--- src/rtl/multiplicador_seq8.sv ---
// Sequential 8x8 unsigned shift-and-add multiplier built around one 8-bit ripple adder.

// 8-bit ripple-carry adder shared by the multiplier datapath.
module somador8bits (
  input  logic [7:0] a,
  input  logic [7:0] b,
  input  logic       cin,
  output logic [7:0] sum,
  output logic       cout
);

  logic [8:0] carry;

  // Bit-serial carry chain, LSB first.
  always_comb begin
    carry    = 9'h000;
    sum      = 8'h00;
    carry[0] = cin;
    for (int i = 0; i < 8; i++) begin
      sum[i]     = a[i] ^ b[i] ^ carry[i];
      carry[i+1] = (a[i] & b[i]) | (a[i] & carry[i]) | (b[i] & carry[i]);
    end
    cout = carry[8];
  end

endmodule

module multiplicador_seq8 (
  input  logic        clk,
  input  logic        rst,
  input  logic        start,
  input  logic [7:0]  a,
  input  logic [7:0]  b,
  output logic        busy,
  output logic        done,
  output logic [15:0] p
);

  localparam int unsigned W  = 8;
  localparam int unsigned PW = 16;
  localparam int unsigned CW = 3;

  typedef enum logic [1:0] {
    IDLE = 2'd0,
    CALC = 2'd1,
    DONE = 2'd2
  } state_t;

  state_t        state;
  state_t        state_next;
  logic          busy_next;
  logic          done_next;

  logic [W-1:0]  m;
  logic [W-1:0]  hi;
  logic [W-1:0]  lo;
  logic [CW-1:0] cnt;

  logic [W-1:0]  add_b;
  logic [W-1:0]  sum;
  logic          cout;

  // Multiplicand is added only when the current multiplier LSB is set.
  assign add_b = lo[0] ? m : W'(0);

  somador8bits u_add (
    .a    (hi),
    .b    (add_b),
    .cin  (1'b0),
    .sum  (sum),
    .cout (cout)
  );

  // State register plus registered status flags.
  always_ff @(posedge clk) begin
    if (rst) begin
      state <= IDLE;
      busy  <= 1'b0;
      done  <= 1'b0;
    end else begin
      state <= state_next;
      busy  <= busy_next;
      done  <= done_next;
    end
  end

  // Next-state decode; flags follow the state being entered.
  always_comb begin
    state_next = state;
    busy_next  = 1'b0;
    done_next  = 1'b0;
    case (state)
      IDLE:    if (start) state_next = CALC;
      CALC:    if (cnt == CW'(7)) state_next = DONE;
      DONE:    state_next = IDLE;
      default: state_next = IDLE;
    endcase
    busy_next = (state_next == CALC);
    done_next = (state_next == DONE);
  end

  // Operand capture, shift-add steps and product register.
  always_ff @(posedge clk) begin
    if (rst) begin
      m   <= '0;
      hi  <= '0;
      lo  <= '0;
      cnt <= '0;
      p   <= '0;
    end else begin
      case (state)
        IDLE: begin
          if (start) begin
            m   <= a;
            hi  <= '0;
            lo  <= b;
            cnt <= '0;
          end
        end
        CALC: begin
          hi  <= {cout, sum[W-1:1]};
          lo  <= {sum[0], lo[W-1:1]};
          cnt <= cnt + CW'(1);
          if (cnt == CW'(7)) begin
            p <= PW'({cout, sum, lo[W-1:1]});
          end
        end
        default: ;
      endcase
    end
  end

endmodule

--- config.mk ---
export PLATFORM = sky130hd
export DESIGN_NAME = multiplicador_seq8
export DESIGN_NICKNAME = d
export VERILOG_FILES = /design/src/rtl/multiplicador_seq8.sv
export SDC_FILE = /design/constraint.sdc
export NUM_CORES = 1
export LEC_CHECK = 0
export BUFFER_PORTS_ARGS = -buffer_cell sky130_fd_sc_hd__buf_2
export CORE_MARGIN = 8
export CORE_UTILIZATION = 55
export DETAILED_ROUTE_END_ITERATION = 8
export PLACE_DENSITY = 0.83
export SKIP_LAST_GASP = 1
export SYNTH_ARGS = -nofsm -noshare
export SYNTH_HDL_FRONTEND = slang
export SYNTH_SLANG_ARGS = --single-unit
--- constraint.sdc ---
create_clock -name clk -period 4.6 [get_ports clk]
set_input_delay 0.46 -clock clk [delete_from_list [all_inputs] [get_ports clk]]
set_output_delay 0.46 -clock clk [all_outputs]
set_load 0.05 [all_outputs]
== After elaboration in Yosys (flattened, before gate mapping) ==
Cells that the tools add are included.
Operators by class
  eq/ne operators: 5
  multiplexer cells: 10
  add/sub/neg operators: 1
  reduce and logical (&&, ||, !) cells: 5
  bitwise gates (word level): 51
Operators with widths (number)
  $pmux W8 S2: 2
  $mux W8: 3
  $and A1 B1 Y1: 22
  $xor A1 B1 Y1: 15
  $or A1 B1 Y1: 14
  $pmux W3 S2: 1
  $reduce_and A2 Y1: 3
  $eq A2 B1 Y1 const B: 2
  $mux W2: 2
  $pmux W2 S2: 1
  $add A3 B1 Y3 const B: 1
  $eq A3 B3 Y1 const B: 1
  $mux W3: 1
  $eq A2 B2 Y1 const B: 1
  $logic_not A2 Y1: 1
  $ne A2 B2 Y1 const B: 1
  $reduce_bool A2 Y1: 1
Word-level totals
  bits of input ports: 19
  logic and storage cells: 80
  output and inout bits: 18
  register bits after elaboration: 47

== Longest topological paths before layout ==
  depth in word-level cells: 24
  mapped depth: 15
  mapped depth without buffers: 14

== By module ==
Synthesis repeated with hierarchy kept, for this count alone.
Unflattened totals
  cells, all modules: 214
  area total of the unflattened synthesis: 2078.2 um2
By module, submodules not included
  multiplicador_seq8: sequential area each 940.9 um2, area each 1880.6 um2, cells each 196, times used 1
  somador8bits: sequential area each 0.0 um2, area each 197.7 um2, cells each 18, times used 1

== Worst setup path before layout ==
No wires, ideal clock.
  kind: register to register
  start: register lo[0]
  end: register hi[6]
  arrival: 3.645 ns
  required time: 4.472 ns
  stages on the path, launching flop included: 16
  period minus slack after synthesis: 3.773 ns
  path slack: 0.827 ns
  path buffers: 1
  setup time: 0.128 ns
  path through: dfxtp_1 -> clkbuf_1 -> and2_1 -> ha_1 -> inv_1 -> fa_1 -> inv_1 -> fa_1 -> inv_1 -> fa_1 -> fa_1 -> fa_1 -> fa_1 -> fa_1 -> a2bb2oi_1 -> nor2_1
On the way
  longest elaborated chain between the ends: 22
  elaborated cells between the ends (all ways): 35
  those cells by class: mux: 2; bitwise: 33
Ends and longest elaborated chain
  start: declaration: line 56  | logic [W-1:0] lo;
  start signal: assignment: line 122  | lo <= {sum[0], lo[W-1:1]};
  $mux W8 *: line 64  | assign add_b = lo[0] ? m : W'(0);
  $and A1 B1 Y1 (2 in series): line 21  | carry[i+1] = (a[i] & b[i]) | (a[i] & carry[i]) | (b[i] & carry[i]);
  $or A1 B1 Y1 (2 in series): line 21
  $and A1 B1 Y1: line 21
  $or A1 B1 Y1 (2 in series): line 21
  $and A1 B1 Y1: line 21
  $or A1 B1 Y1 (2 in series): line 21
  $and A1 B1 Y1: line 21
  $or A1 B1 Y1 (2 in series): line 21
  $and A1 B1 Y1: line 21
  $or A1 B1 Y1 (2 in series): line 21
  $and A1 B1 Y1: line 21
  $or A1 B1 Y1 (2 in series): line 21
  $xor A1 B1 Y1 *: line 20  | sum[i] = a[i] ^ b[i] ^ carry[i];
  $pmux W8 S2 *: line 111  | case (state)
  end signal: assignment: line 121  | hi <= {cout, sum[W-1:1]};
  end: declaration: line 55  | logic [W-1:0] hi;
Every way passes the cells marked *; elsewhere a longest branch is shown, timed or not.
A chain may end at the register's enable or synchronous reset.

== Worst setup path in the final report ==
Ends and elaborated chain as after synthesis.

==> results.toml <==
[logic_synthesis]
ys_seq_area_share_pct = 44.7
synth_edf_count = 0
yosysTopAreaCellShare_pct = 44.7
syn_nets = 251
synthTopCellsByArea = "dfxtp_1, fa_1, nand2_1"
avgSynthCellArea_um2 = 9.47
ys.flop_type = "dfxtp_1"
ys_async_sr_fraction_pct = 0
yosys.cell_count.top_type = "dfxtp_1"
ys_ff_latch = 47
syn_inst = 222
synth_area_leader_cell = "dfxtp_1"
synth_commonest_cells = "dfxtp_1, nand2_1, nor2_1, a21oi_1, inv_1"
ys_types = 29
synth_warnings = 0
synth_area_mm2 = 0.00210

[critical_path]
reg2reg_to = "hi[6]"
path_max_fanout = 9
r2r_cells = 14
critPathTopFamily = "adder cells"
arrival_ps = 4130
worstReg2RegStart = "lo[0]"
path_buf_inv = 3
crit_path_frequent_cell = "fa_1"
cp_cell_sequence = "and2_1, ha_1, inv_1, fa_1, inv_1, fa_1, inv_1, fa_1, fa_1, fa_1, fa_1, fa_1, a2bb2oi_1, nor2_1"
cp.required_ps = 4760
end_kind = "register"
cp_slowest_stage_delay_ps = 530
start_kind = "register"
critPathKind = "register to register"
cp_slowest_cell = "fa_1"
rrSetupSlack_ps = 630

[timing]
fin_crit_sh_pct = 86.2
final.setup.tns_ps = 0
fin_skew_ps = 6.80
hold_viol = 0
worst_slew_pin_slew_ps = 1000
setup_viol = 0
slew_headroom_pct = 33.1
finalMaxSlewViolations = 0
max_freq_ghz = 0.252
finalCriticalPeriod_ps = 3970
rsz0062_at_grt = "false"

[job]
cap_viol_max_count = 0

[worst_hold_path]
hold_end = "m[5]"
min_path_cells = 3
min_from = "a[5]"
hold_class = "input port to register"

[final_layout]
drive_above_1_share_pct = 23.3
area_growth_pct = 9.88
final_cells = 297
fill_cells = 317
utilization_pct = 63.1
nets = 277
antenna_cells = 0

[place]
placed_cells = 289
io_buffers = 36
gp_congestion = 0.763
hpwl_mm = 2.83

[floorplan]
coreArea_mm2 = 0.00366
die_area_mm2 = 0.00606
initial_core_util_pct = 57.5
die_h_um = 77.8
dieWidth_um = 77.8
row_count = 22
ios = 37

[route]
num_vias = 1561
drc = 0
wire_per_inst_um = 14.0
drt_iter0_drc = 94
first_pass_iters = 4
wirelength_mm = 4.16
antenna_left = 0
viasPerCell = 5.26

[power_and_ir_drop]
leakage_nw = 0.904
finalPower_uw = 774
ir_worst_vdd_v = 0.000236
powerDensity_mw_per_mm2 = 335

[global_routing]
first_global_vias = 1531
grt_max_degree = 48
grt.total_usage_pct = 14.6
grt_overflow = 0
use_met2_pct = 23.1
grtUsageMet3_pct = 6.34
grt.busiest_layer = "met2"
grtUsageMet1_pct = 15.9
grt_pass1_wl_mm = 7.02
antenna_found_initial = 0

[clock_network]
cts_hold_buf = 0
cts_tree = "yes"
cts-root-buf = "clkbuf_8"
cts_buffers = 5
cts-resized-gates = 0
cts_buffer_depth = 2
htreeDepth = 2
clkLatencyLatePin_ps = 310
postCtsSetupRepairBufs = 0
clock-sinks = 47
cts.clk_slew.worst_paths_ps = 80

[run_status]
status = "complete, no violations"
-- sequential cells by signal (all words and copies together) (netlist names) --
register / count
busy: 1
cnt: 3
done: 1
hi: 8
lo: 8
m: 8
p: 16
state: 2
-- metal layers --
layer	vias to the layer above	part of all wire (%)
met4	0	2.1
met2	34	49
met1	728	43
met3	9	5.8
met5	-	0
li1	790	-
-- layout make-up --
| cell class | instances | area, um^2 | share of cell area [%] |
|---|---|---|---|
| Clock buffer | 8 | 100 | 4.33 |
| Inverter | 10 | 37.5 | 1.62 |
| Multi-Input combinational cell | 148 | 992 | 42.9 |
| Sequential cell | 47 | 941 | 40.7 |
| Tap cell | 48 | 60.1 | 2.60 |
| Timing Repair Buffer | 36 | 180 | 7.80 |
-- power breakdown --
part	switching (mW)	internal, mW
clock network	0.135	0.137
registers	0.0139	0.421
logic	0.0390	0.0287
total	0.188	0.587
-- kinds of logic (layout without fill, tap and decap cells) --
group,Yosys count,in the layout,synth area share (%)
adders and majority gates,10,10,8.45
buffers and inverters,27,54,8.09
muxes,5,5,2.38
AOI/OAI and AO/OA,54,54,18.8
DFF,47,47,44.7
and+or+nand+nor,79,79,17.5
-- worst max path at each step --
stage / start / to / cells past startpoint
after floorplan: lo[0] / hi[6] / 15
after global placement: lo[0] / hi[6] / 14
after detailed placement: lo[0] / hi[6] / 14
after CTS: lo[0] / hi[6] / 14
after global routing: lo[0] / hi[6] / 14
final: lo[0] / hi[6] / 14
-- metrics by stage --
step | worst slack, ps | hold slack [ps] | cell area [um^2]
after detailed placement | 686 | 445 | 2210
after global routing | 489 | 378 | 2310
after floorplan | 827 | 439 | 2100
after CTS | 647 | 381 | 2310
after global placement | 797 | 440 | 2210
final | 635 | 386 | 2310
-- worst reg2reg max path: cells and delay by family, from the launching register on --
| family | cells | cell delay, ps |
|---|---|---|
| fa+ha+maj | 8 | 2770 |
| flops | 1 | 480 |
| simple gates | 2 | 230 |
| buf+inv | 3 | 180 |
| compound gates | 1 | 180 |
-- placed cells by master, fill, tap and decap left out, types with 2 or more instances in the layout --
master	instances
o21ai_0	8
nor2_2	4
and2_1	2
a21oi_1	21
inv_1	10
buf_2	36
dfxtp_1	47
mux2i_1	5
nor2_1	26
a211oi_1	5
ha_1	3
fa_1	7
a2bb2oi_1	7
or3b_1	3
nor3_1	3
nand2b_1	5
nand2_1	32
a211oi_2	8
a22oi_1	3
clkbuf_8	7
Power figures use the tool's default switching activity.
